===== config.mk =====
export PLATFORM = sky130hd
export DESIGN_NAME = pmod_da2_driver
export DESIGN_NICKNAME = d
export VERILOG_FILES = /design/src/rtl/pmod_da2_driver.sv
export SDC_FILE = /design/constraint.sdc
export NUM_CORES = 1
export LEC_CHECK = 0
export BUFFER_PORTS_ARGS = -buffer_cell sky130_fd_sc_hd__buf_4
export CAP_MARGIN = 15
export CORE_UTILIZATION = 49
export CTS_CLUSTER_SIZE = 20
export DETAILED_ROUTE_END_ITERATION = 6
export GPL_TIMING_DRIVEN = 0
export PLACE_DENSITY = 0.73
export SLEW_MARGIN = 20
export SYNTH_ARGS = -nofsm -noshare
export SYNTH_HDL_FRONTEND = slang
export SYNTH_SLANG_ARGS = --single-unit

===== constraint.sdc =====
create_clock -name clk -period 1.5 [get_ports clk]
set_input_delay 0.225 -clock clk [delete_from_list [all_inputs] [get_ports clk]]
set_output_delay 0.225 -clock clk [all_outputs]
set_load 0.1 [all_outputs]

===== src/rtl/pmod_da2_driver.sv =====
// rtl/pmod_da2_driver.sv - Pmod DA2 single-channel serialiser for 8-bit waveform samples
// Widens each accepted sample to a 12-bit code and shifts a 16-bit frame out MSB first.
module pmod_da2_driver #(
  parameter int CLK_DIV    = 2,
  parameter int GAP_CYCLES = 4,
  parameter bit SIGNED_IN  = 1'b1
) (
  input  logic       clk,
  input  logic       rst,
  input  logic [7:0] s_data,
  input  logic       s_valid,
  output logic       s_ready,
  output logic       dac_sync,
  output logic       dac_sclk,
  output logic       dac_din,
  output logic       frame_done
);

  localparam int DIV_W = (CLK_DIV > 1) ? $clog2(CLK_DIV) : 1;
  localparam int GAP_W = (GAP_CYCLES > 1) ? $clog2(GAP_CYCLES) : 1;
  localparam logic [DIV_W-1:0] DIV_LAST = DIV_W'(CLK_DIV - 1);
  localparam logic [GAP_W-1:0] GAP_LAST = GAP_W'(GAP_CYCLES - 1);

  typedef enum logic [1:0] {IDLE, SHIFT, GAP} state_t;

  state_t           state;
  logic [DIV_W-1:0] div_cnt;
  logic [GAP_W-1:0] gap_cnt;
  logic [3:0]       bit_cnt;
  logic [15:0]      shreg;
  logic [7:0]       u;
  logic [15:0]      frame_in;

  // Replicating the top nibble maps full scale 0xFF onto 0xFFF rather than 0xFF0.
  assign u        = SIGNED_IN ? {~s_data[7], s_data[6:0]} : s_data;
  assign frame_in = {4'b0000, u, u[7:4]};

  always_ff @(posedge clk or posedge rst) begin
    if (rst) begin
      state      <= IDLE;
      div_cnt    <= '0;
      gap_cnt    <= '0;
      bit_cnt    <= '0;
      shreg      <= '0;
      s_ready    <= 1'b0;
      dac_sync   <= 1'b1;
      dac_sclk   <= 1'b1;
      dac_din    <= 1'b0;
      frame_done <= 1'b0;
    end else begin
      frame_done <= 1'b0;
      case (state)
        IDLE: begin
          if (s_valid && s_ready) begin
            shreg    <= frame_in;
            dac_sync <= 1'b0;
            dac_din  <= frame_in[15];
            bit_cnt  <= 4'd15;
            div_cnt  <= '0;
            s_ready  <= 1'b0;
            state    <= SHIFT;
          end else begin
            s_ready <= 1'b1;
          end
        end
        SHIFT: begin
          if (div_cnt == DIV_LAST) begin
            div_cnt  <= '0;
            dac_sclk <= ~dac_sclk;
            // Data only moves on the rising toggle, a full half-period away from each capture.
            if (!dac_sclk) begin
              if (bit_cnt != 4'd0) begin
                bit_cnt <= bit_cnt - 4'd1;
                dac_din <= shreg[bit_cnt - 4'd1];
              end else begin
                dac_sync   <= 1'b1;
                dac_din    <= 1'b0;
                gap_cnt    <= '0;
                frame_done <= 1'b1;
                state      <= GAP;
              end
            end
          end else begin
            div_cnt <= div_cnt + 1'b1;
          end
        end
        GAP: begin
          if (gap_cnt == GAP_LAST) begin
            s_ready <= 1'b1;
            state   <= IDLE;
          end else begin
            gap_cnt <= gap_cnt + 1'b1;
          end
        end
        default: state <= IDLE;
      endcase
    end
  end

endmodule


Word level (Yosys, flattened, before mapping)
Index checks and enable logic that the tools add are counted.
Cells by class
  $add $sub $neg: 3
  magnitude comparators: 1
  equal/unequal tests: 10
  mux-type cells: 36
  bitwise operators: 2
  reduce and logical (&&, ||, !) cells: 15
Operators by type and width (number)
  AND reduction 5 bit: 4
  2-to-1 mux 2 bit: 9
  2-to-1 mux 4 bit: 4
  2-to-1 mux 1 bit: 15
  inequality test 2 bit, second input constant: 7
  case mux 1 bit (2 select lines): 4
  case mux 4 bit (2 select lines): 1
  AND reduction 2 bit: 4
  case mux 2 bit (3 select lines): 1
  nonzero test 2 bit: 3
  < comparator 4 x 5 -> 1 bit, second input constant: 1
  binary-select mux 1 bit (select 4 bit): 1
  == test 2 bit, second input constant: 2
  case mux 2 bit (2 select lines): 1
  AND reduction 4 bit: 1
  nonzero test 4 bit: 1
  subtractor 4 x 1 -> 4 bit, second input constant: 1
  adder 2 x 1 -> 2 bit, second input constant: 1
  == test 2 x 1 -> 1 bit, second input constant: 1
  logical NOT 2 bit: 1
  NOT 1 bit: 2
  adder 1 bit, second input constant: 1
  logical AND 1 bit: 1
Word-level totals
  register bits: 26
  bits of input ports: 11
  output and inout port bits: 5
  word-level logic and storage cells: 77

Longest topological paths before layout
Gate-level depths: netlist of run 1.
  depth after elaboration: 7
  depth in mapped cells: 6
  gate-level depth less buffers: 6

Worst setup path after synthesis of run 1
OpenSTA, ideal clock, no wires.
  path kind: register to register
  start point: register s_ready
  end point: register shreg[4]
  arrival time: 1.884 ns
  data required time: 1.373 ns
  path slack: -0.511 ns
  cell stages (with the launch flop): 5
  path buffers: 2
  clock period less this slack: 2.011 ns
  cell sequence: dfrtp_1 -> nor4bb_1 -> buf_4 -> buf_8 -> mux2_1
Between the ends
  longest elaborated chain between the ends: 2
Ends and longest elaborated chain
  start, declared: line 12  | output logic s_ready,
  start signal, assigned: line 45  | s_ready <= 1'b0;
  start signal, assigned: line 60  | s_ready <= 1'b0;
  start signal, assigned: line 63  | s_ready <= 1'b1;
  logical AND 1 bit: line 54  | if (s_valid && s_ready) begin
  AND reduction 2 bit (no source line)
  end signal, assigned: line 55  | shreg <= frame_in;
  end, declared: line 30  | logic [15:0] shreg;
Every way passes these cells.
A chain may end at the register's enable or synchronous reset.

Worst setup path in the final report of run 1
  start point: register bit_cnt[1]
  end point: register dac_din
Between the ends
  longest elaborated chain between the ends: 7
Ends and longest elaborated chain
  start, declared: line 29  | logic [3:0] bit_cnt;
  start signal, assigned: line 73  | bit_cnt <= bit_cnt - 4'd1;
  subtractor 4 x 1 -> 4 bit: line 74  | dac_din <= shreg[bit_cnt - 4'd1];
  binary-select mux 1 bit (select 4 bit): line 74
  2-to-1 mux 1 bit (not written as such): line 74
  2-to-1 mux 1 bit *: line 72  | if (bit_cnt != 4'd0) begin
  2-to-1 mux 1 bit *: line 71  | if (!dac_sclk) begin
  2-to-1 mux 1 bit *: line 67  | if (div_cnt == DIV_LAST) begin
  case mux 1 bit (2 select lines) *: line 52  | case (state)
  end signal, assigned: line 57  | dac_din <= frame_in[15];
  end signal, assigned: line 74
  end, declared: line 15  | output logic dac_din,
Mark *: on every way between the ends. The rest lies on a longest branch, timed or not. The select of a mux whose other input is x is not followed.

==> results of run 1 <==
[cells in the mapped netlist, types with 2 or more instances]
cell      n
a21oi_1   4
dfrtp_1  20
ha_1      2
buf_4     2
o21ai_0   2
xnor2_1   2
nor2_1   10
and2b_1   2
dfstp_2   2
nand2_1   6
inv_1     7
mux2_2    6
mux4_2    2
mux2i_1   2
[logic make-up after synthesis]
family | Yosys count
compound gates | 14
flops | 22
buf+inv | 11
fa+ha+maj | 2
mux | 11
xor+xnor | 2
simple gates | 28
[per-layer routing]
metal / up-vias / GRT usage / wire (um)
li1: 379 / - / -
met1: 396 / 0.275 / 963
met2: 11 / 0.331 / 1180
met3: 4 / 0.0283 / 35
met4: 0 / 0.0735 / 29
met5: - / 0 / 0
[per-stage QoR]
| stage | setup TNS, ps | worst slack, ps | hold slack (ps) | util | area, sq um |
|---|---|---|---|---|---|
| finish | -119 | -76.1 | 76.2 | 0.724 | 1450 |
| global route | -264 | -127 | 75.0 | 0.724 | 1450 |
| CTS | -73.2 | -73.2 | 75.6 | 0.665 | 1330 |
| detailed placement | -478 | -212 | 402 | 0.616 | 1230 |
| global placement | -358 | -188 | 392 | 0.616 | 1230 |
| floorplan | -1040 | -156 | 213 | - | 1090 |
[repair_timing]
| action | CTS | global route |
|---|---|---|
| resized for setup | 3 | 14 |
| setup endpoints to repair | 6 | 14 |
| hold buffers | 0 | 0 |
| buffers inserted | 7 | 8 |
| pin swaps | 2 | 1 |
[cell type report]
class                      count  area [sq um]
sequential                    22           562
fill                         150           552
multi-input combinational     57           518
timing repair buffer          30           245
buffer                         4          38.8
tap                           27          33.8
clock buffer                   4          26.3
inverter                       7          26.3
[sequential cells by signal, summed over array words and instances, names as in the netlist, 2 cells and up]
register	cells
state	2
gap_cnt	2
shreg	8
bit_cnt	4
[final timing paths]
| path | slack, ps | startpoint | cells after the start | endpoint |
|---|---|---|---|---|
| max in group asynchronous | 830 | rst | 2 | s_ready$_DFFE_PP0P_ |
| max | -80 | bit_cnt[1]$_DFFE_PP0P_ | 5 | dac_din$_DFFE_PP0P_ |
| min reg2reg | 490 | gap_cnt[0]$_DFFE_PP0P_ | 1 | gap_cnt[0]$_DFFE_PP0P_ |
| max reg2reg | -80 | bit_cnt[1]$_DFFE_PP0P_ | 5 | dac_din$_DFFE_PP0P_ |
| min in group clk | 80 | s_data[7] | 2 | shreg[3]$_DFFE_PP0P_ |
| min | 80 | rst | 2 | gap_cnt[1]$_DFFE_PP0P_ |
[report_power, final]
group          leakage, nW  internal [W]  switching, W
clock               0.0150      0.000104      0.000170
sequential           0.261      0.000863      0.000165
combinational        0.400      0.000829      0.000852
total                0.677       0.00180       0.00119
[cells in the final DEF, fill, tap and decap left out, types with 2 or more instances in the layout]
| cell | n |
|---|---|
| dfrtp_1 | 18 |
| a21oi_1 | 4 |
| clkbuf_4 | 3 |
| mux2i_1 | 2 |
| mux4_2 | 2 |
| nor2_1 | 9 |
| buf_6 | 3 |
| inv_2 | 2 |
| inv_1 | 5 |
| mux2_4 | 7 |
| nand2_1 | 6 |
| o21ai_0 | 2 |
| buf_4 | 28 |
| xnor2_1 | 2 |
==> metrics.cfg, run 1 <==
[grt]
grt_pass1_vias = 790
grt_usage = 0.202
grt_pass1_wl_mm = 3.63
grt_overflow = 0
grt_max_degree = 23
grt_antenna_before_repair = 0

[clock_network]
h-tree-depth = 1
cts_sinks = 22
clk_path_buf_depth = 2
ctsRootBufferMaster = clkbuf_4
clk_latency_ps = 300
cts_tree = yes
cts_buffers = 3
clk_pin_slew_ps = 120

[setup_path]
path_cells = inv_2 > ha_4 > mux4_2 > a32oi_1 > o21ai_1
critPathMaxStageDelay_ps = 480
slowest_stage = mux4_2
worst-setup-path-type = reg2reg
end_kind = register
cp_data_required_time_ps = 1690
cpLargestDelayFamily = multiplexers
cp_max_fo = 2
crit_arrival_ps = 1770
critPathBufInv = 1
start_kind = register

[timing]
hold_violations = 0
relSlewSlack = 0.449
fin_crit_sh = 1.05
worst-slew-pin-transition_ps = 826
fin_skew_ps = 6.11
rsz0062_at_grt = true
finalSetupViolCount = 2
max_freq_mhz = 634
worst_slack_ps = -76.1
maxSlewViolCount = 0
finalCriticalPeriod_ps = 1580

[floorplanning]
core_sq_um = 2000
start_util = 0.529
die_h_um = 48.5
fp.dieArea_sq_um = 2350
die_w_um = 48.5
row_count = 16
pin_count = 16

[place]
dp_cells = 132
port_buffers = 15
gp_congestion = 0.772
hpwl_mm = 1.36

[detailed_routing]
first_pass_iters = 4
vias = 790
drtIter0Drc = 7
routed_wirelength_mm = 2.21
ant_nets = 0
drc = 0
wl_per_cell_um = 14.6
avgViaCountPerCell = 5.23

[run]
cap_violations = 0

[final_layout]
layout.nets = 138
drive_above_1_share = 0.484
n_antenna_cell = 0
finalNonFillerCells = 151
area_delta_synth_final_pct = 37.0

[status]
status = finished, violations left
violations = setup timing

[synth]
syn_area_sq_um = 1060
synth_top_area_share = 0.473
synthArstFlopShare = 1.00
yosys_most_used_dff = dfrtp_1
ys_types = 35
ys_top_cells_by_area = dfrtp_1 47%, mux2_2 6.4%, dfstp_2 5.0%
synth_adder_area_share = 0.0236
synthCells = 90
muxShareOfSynthArea = 0.136
ys_warn_count = 0
synth_area_leader_cell = dfrtp_1
synth_compound_area_frac = 0.0863
avgSynthCellArea_sq_um = 11.8
synth_top_family_by_area = simple AND/OR/NAND/NOR gates
synth_edf_count = 0
syn-num-nets = 103
yosysSeqAreaShare = 0.522
ys_ff_latch = 22
synthXorXnorAreaFrac = 0.0165
synth-simple-area-share = 0.157

[power]
total_power_w = 0.00298
irDropWorstVdd_mv = 1.18
p_per_area_nw_per_um2 = 2060
p_leak_nw = 0.677

[min_path]
min_path_type = in2async

Note: power is estimated with default switching activity, not from simulation.
==> inputs of run 2 (changes only) <==
--- a/config.mk
+++ b/config.mk
@@ -7,11 +7,11 @@
 export LEC_CHECK = 0
 export BUFFER_PORTS_ARGS = -buffer_cell sky130_fd_sc_hd__buf_4
 export CAP_MARGIN = 15
-export CORE_UTILIZATION = 49
+export CORE_UTILIZATION = 54
 export CTS_CLUSTER_SIZE = 20
 export DETAILED_ROUTE_END_ITERATION = 6
 export GPL_TIMING_DRIVEN = 0
-export PLACE_DENSITY = 0.73
+export PLACE_DENSITY = 0.76
 export SLEW_MARGIN = 20
 export SYNTH_ARGS = -nofsm -noshare
 export SYNTH_HDL_FRONTEND = slang
==> constraint.sdc (replaced) <==
create_clock -name clk -period 1.7 [get_ports clk]
set_input_delay 0.255 -clock clk [delete_from_list [all_inputs] [get_ports clk]]
set_output_delay 0.255 -clock clk [all_outputs]
set_load 0.1 [all_outputs]
==> metrics.cfg, run 2 (same netlist as run 1, synthesis figures left out) <==
[floorplanning]
row_count = 15  ; -1
pin_count = 16  ; unchanged
die_w_um = 46.3  ; -4.5%
fp.dieArea_sq_um = 2140  ; -8.9%
start_util = 0.594  ; +0.0649
die_h_um = 46.3  ; -4.5%
core_sq_um = 1780  ; -11%

[grt]
grt_antenna_before_repair = 0  ; unchanged
grt_usage = 0.200  ; -0.00198
grt_pass1_vias = 681  ; -14%
grt_overflow = 0  ; unchanged
grt_pass1_wl_mm = 2.99  ; -17%
grt_max_degree = 23  ; unchanged

[setup_path]
end_kind = register
ff2ff_setup_slack_ps = 70  ; +140 ps
cp_max_fo = 3  ; +1
crit_arrival_ps = 1830  ; +60 ps
worst-setup-path-type = reg2reg
cp_data_required_time_ps = 1900  ; +210 ps
start_kind = register

[detailed_routing]
avgViaCountPerCell = 5.29  ; +1.1%
drc = 0  ; unchanged
vias = 719  ; -9.0%
routed_wirelength_mm = 1.73  ; -21%
drtIter0Drc = 5  ; -2
wl_per_cell_um = 12.7  ; -13%
first_pass_iters = 5  ; +1
ant_nets = 0  ; unchanged

[final_layout]
layout.nets = 125  ; -9.4%
finalNonFillerCells = 136  ; -9.9%
largest_register_ffs = 8  ; unchanged
final_area_sq_um = 1260  ; -13%
regArea_sq_um = 558  ; -0.67%
area_delta_synth_final_pct = 19.1
layout_common_cells = 19 x buf_4, 19 x dfrtp_1, 10 x nor2_1
n_antenna_cell = 0  ; unchanged
reg.largest.list = shreg: 8 flops, bit_cnt: 4 flops
final.fill_count = 140  ; -6.7%
multi_input_area_sq_um = 457  ; -12%
drive_above_1_share = 0.351  ; -0.133
top_register = shreg

[timing]
worst-slew-pin-transition_ps = 793  ; -33.2 ps
fin_crit_sh = 0.961  ; -0.0901
fin_skew_ps = 4.05  ; -2.06 ps
worst_slack_ps = 67.0  ; +143 ps
maxSlewViolCount = 0  ; unchanged
max_freq_mhz = 612  ; -3.5%
finalCriticalPeriod_ps = 1630  ; +57.0 ps
final.setup.tns_ps = 0  ; +119 ps
finalSetupViolCount = 0  ; -2
hold_violations = 0  ; unchanged
relSlewSlack = 0.471  ; +0.0222

[place]
placedInstanceArea_sq_um = 1210  ; -2.0%
dp_cells = 130  ; -1.5%
hpwl_mm = 1.26  ; -7.3%
gp_congestion = 0.792  ; +2.6%
place_ws_ps = -133  ; +78.8 ps
port_buffers = 15  ; unchanged

[status]
status = completed

[clock_network]
cts_buffers = 3  ; unchanged
cts_sinks = 22  ; unchanged
clk_path_buf_depth = 2  ; unchanged
clk_pin_slew_ps = 120  ; about the same
clk_latency_ps = 300  ; about the same
ctsRootBufferMaster = clkbuf_4
cts_tree = yes
h-tree-depth = 1  ; unchanged

[power]
irDropWorstVdd_mv = 1.07  ; -9.6%
p_per_area_nw_per_um2 = 1830  ; -11%
p_leak_nw = 0.580  ; -14%
total_power_w = 0.00231  ; -22%

[run]
cap_violations = 0  ; unchanged

[min_path]
min_path_type = in2async

==> run 2: area by class of cell <==
cell class / instances / area share
Sequential cell: 22 / 0.442
Multi-Input combinational cell: 57 / 0.362
Timing Repair Buffer: 17 / 0.101
Buffer: 4 / 0.0278
Tap cell: 25 / 0.0248
Clock buffer: 4 / 0.0208
Inverter: 7 / 0.0208
==> run 2: worst max-delay path, stage by stage, from the launching register on <==
cell and delay, ps:
dfrtp_1 370, inv_1 90, ha_4 300, mux4_2 500
a32oi_1 190, o21ai_1 90
==> run 2: through the flow <==
| stage | util | hold slack (ps) |
|---|---|---|
| finish | 0.707 | 90.1 |
| global route | 0.707 | 96.5 |
| CTS | 0.703 | 104 |
| detailed placement | 0.677 | 432 |
| global placement | 0.677 | 425 |
| floorplan | - | 243 |
==> run 2: per-layer routing <==
metal,vias up,share of wire,global-route usage
li1,361,-,-
met1,339,0.49,0.269
met2,17,0.46,0.313
met3,2,0.034,0.0392
met4,0,0.012,0.0882
met5,-,0,0
==> run 2: power breakdown <==
group          switching (W)  internal (W)  leakage (nW)
logic               0.000654      0.000528         0.303
clock network       0.000152     0.0000914        0.0150
registers           0.000134      0.000754         0.262
total               0.000941       0.00137         0.580
==> run 2: repair_timing <==
item,CTS,global route
setup endpoints to repair,4,1
setup buffers,1,1
hold buffers,0,0
resized for setup,1,0
==> run 2: worst paths after layout <==
| path | from | endpoint | cells after the start |
|---|---|---|---|
| setup / recovery | bit_cnt[0]$_DFFE_PP0P_ | dac_din$_DFFE_PP0P_ | 5 |
| hold / removal | rst | frame_done$_DFF_PP0_ | 2 |
| setup reg to reg | bit_cnt[0]$_DFFE_PP0P_ | dac_din$_DFFE_PP0P_ | 5 |
| hold reg to reg | gap_cnt[0]$_DFFE_PP0P_ | gap_cnt[0]$_DFFE_PP0P_ | 1 |
| max in group asynchronous | rst | s_ready$_DFFE_PP0P_ | 2 |
| min in group clk | s_data[7] | shreg[3]$_DFFE_PP0P_ | 2 |
==> inputs of run 3 (changes only) <==
--- a/config.mk
+++ b/config.mk
@@ -5,6 +5,7 @@
 export SDC_FILE = /design/constraint.sdc
 export NUM_CORES = 1
 export LEC_CHECK = 0
+export ABC_AREA = 1
 export BUFFER_PORTS_ARGS = -buffer_cell sky130_fd_sc_hd__buf_4
 export CAP_MARGIN = 15
 export CORE_UTILIZATION = 54
==> metrics.cfg, run 3 <==
[setup_path]
cp_data_required_time_ps = 1960  ; +60 ps
worst-setup-path-type = reg2reg
critPathBufInv = 1  ; unchanged
crit_arrival_ps = 1800  ; -30 ps
cp_max_fo = 7  ; +4
end_kind = register
crit_top_cell = nand2_1
cpLargestDelayFamily = simple AND/OR/NAND/NOR gates
slowest_stage = dfrtp_1
critPathMaxStageDelay_ps = 480  ; -20 ps
path_cells = inv_2 > ha_1 > nand2_1 > nor2_1 > nand3_1 > nand2_1 > nand4_1 > nand2_1
start_kind = register

[clock_network]
hold_buffers = 0  ; unchanged
cts_buffers = 3  ; unchanged
clk_latency_ps = 310  ; about the same
clk_pin_slew_ps = 130  ; about the same
h-tree-depth = 1  ; unchanged
cts_setup_buffers = 0  ; -1
cts_tree = yes
cts_sinks = 22  ; unchanged
ctsRootBufferMaster = clkbuf_4
clk_path_buf_depth = 2  ; unchanged
cts_resized = 1  ; unchanged

[synth]
synthArstFlopShare = 1.00  ; unchanged
synth_top_family_by_area = simple AND/OR/NAND/NOR gates
yosys_most_used_dff = dfrtp_1
synth_edf_count = 0  ; unchanged
synth_common_cells = 37 x nand2_1, 20 x dfrtp_1, 17 x inv_1
ys_top_cells_by_area = dfrtp_1 46%, nand2_1 13%, inv_1 5.9%
synthCells = 133  ; +48%
synth_compound_area_frac = 0.0923  ; +0.00598
synth_area_leader_cell = dfrtp_1
synth-simple-area-share = 0.266  ; +0.109
syn_area_sq_um = 1080  ; +2.5%
yosysSeqAreaShare = 0.510  ; -0.0127
synth_top_area_share = 0.461  ; -0.0115
synth_adder_area_share = 0.0231  ; -0.000573
avgSynthCellArea_sq_um = 8.16  ; -31%
ys_ff_latch = 22  ; unchanged
muxShareOfSynthArea = 0.0138  ; -0.122
synthXorXnorAreaFrac = 0.00807  ; -0.00847
syn-num-nets = 146  ; +42%
yosysMostFrequentCell = nand2_1
ys_warn_count = 0  ; unchanged
ys_types = 22  ; -37%

[timing]
finalCriticalPeriod_ps = 1540  ; -89.6 ps
max_freq_mhz = 648  ; +5.8%
relSlewSlack = 0.448  ; -0.0223
rsz0062_at_grt = false
worst-slew-pin-transition_ps = 826  ; +33.5 ps
finalSetupViolCount = 0  ; unchanged
hold_violations = 0  ; unchanged
final.setup.tns_ps = 0  ; unchanged
fin_skew_ps = 5.80  ; +1.75 ps
fin_crit_sh = 0.908  ; -0.0527
maxSlewViolCount = 0  ; unchanged
holdWs_ps = 98.2  ; +8.13 ps

[detailed_routing]
drtIter0Drc = 13  ; +8
ant_nets = 0  ; unchanged
vias = 872  ; +21%
first_pass_iters = 4  ; -1
wl_per_cell_um = 11.3  ; -11%
drc = 0  ; unchanged
routed_wirelength_mm = 2.00  ; +15%
avgViaCountPerCell = 4.93  ; -6.8%

[final_layout]
drive_above_1_share = 0.217  ; -0.134
n_antenna_cell = 0  ; unchanged
top_register = shreg
final_core_util = 0.703  ; -0.00459
largest_register_ffs = 8  ; unchanged
reg.largest.list = shreg: 8 flops, bit_cnt: 4 flops
area_delta_synth_final_pct = 16.7
layout_common_cells = 37 x nand2_1, 19 x dfrtp_1, 16 x inv_1
layout_commonest_cell = nand2_1
layout.nets = 166  ; +33%

[floorplanning]
die_h_um = 46.8  ; +1.2%
die_w_um = 46.8  ; +1.2%
pin_count = 16  ; unchanged
row_count = 15  ; unchanged
fp.dieArea_sq_um = 2190  ; +2.4%
start_util = 0.602  ; +0.00840
core_sq_um = 1800  ; +1.1%

[grt]
grt_antenna_before_repair = 0  ; unchanged
grt_pass1_wl_mm = 3.41  ; +14%
grt_usage = 0.222  ; +0.0214
grt_overflow = 0  ; unchanged
grt_pass1_vias = 806  ; +18%
grt_max_degree = 23  ; unchanged

[power]
p_per_area_nw_per_um2 = 1890  ; +3.0%
total_power_w = 0.00239  ; +3.4%
irDropWorstVdd_mv = 1.03  ; -3.6%
p_leak_nw = 0.694  ; +20%

[place]
port_buffers = 15  ; unchanged
gp_congestion = 0.942  ; +19%
hpwl_mm = 1.52  ; +21%

[min_path]
min_path_type = in2async

[status]
status = completed

[run]
cap_violations = 0  ; unchanged

[run 3: cell types whose count changed in the layout (fill, tap and decap cells not counted), sizes merged, moves of 2 or more]
cell / delta
nor2: +7
mux4: -2
mux2i: -2
buf: -4
o21ai: +8
a21oi: +2
nand2: +32
inv: +12
nand3: +9
nand2b: -2
and2b: -2
mux2: -6
[run 3: cell type report]
type | count | area (sq um)
buffer | 2 | 22.5
clock buffer | 4 | 36.3
fill | 162 | 536
inverter | 19 | 71.3
multi-input combinational | 90 | 438
sequential | 22 | 554
tap | 25 | 31.3
timing repair buffer | 15 | 113
[run 3: worst paths after layout]
kind,from,end,slack [ps],cells after the start
max in group asynchronous,rst,s_ready$_DFFE_PP0P_,1040,2
setup / recovery,bit_cnt[0]$_DFFE_PP0P_,gap_cnt[1]$_DFFE_PP0P_,160,8
hold reg to reg,dac_sync$_DFFE_PP1P_,dac_sync$_DFFE_PP1P_,470,2
hold / removal,rst,bit_cnt[2]$_DFFE_PP0P_,100,2
setup reg to reg,bit_cnt[0]$_DFFE_PP0P_,gap_cnt[1]$_DFFE_PP0P_,160,8
min in group clk,s_data[7],shreg[3]$_DFFE_PP0P_,120,2
[run 3: per-stage QoR]
stage / setup WS [ps] / cells / instance area [sq um]
floorplan: 178 / 133 / 1090
global placement: 67.7 / 173 / 1230
detailed placement: 12.7 / 173 / 1230
CTS: 74.2 / 177 / 1270
global route: 8.63 / 177 / 1270
finish: 157 / 177 / 1270
[run 3: cell families after synthesis]
family | Yosys count
and+or+nand+nor | 67
DFF | 22
buffers and inverters | 21
AOI/OAI and AO/OA | 19
adders and majority gates | 2
xor gates and xnor gates | 1
muxes | 1
[run 3: power breakdown]
group,internal [W],switching (W)
registers,0.000745,0.000145
clock network,0.000131,0.000161
logic,0.000395,0.000816
total,0.00127,0.00112
[run 3: per-layer routing]
metal	global-route usage	share of wire	routed length, um
met1	0.312	0.50	1010
met2	0.336	0.46	917
met3	0.0308	0.025	50
met4	0.109	0.012	23
met5	0	0	0
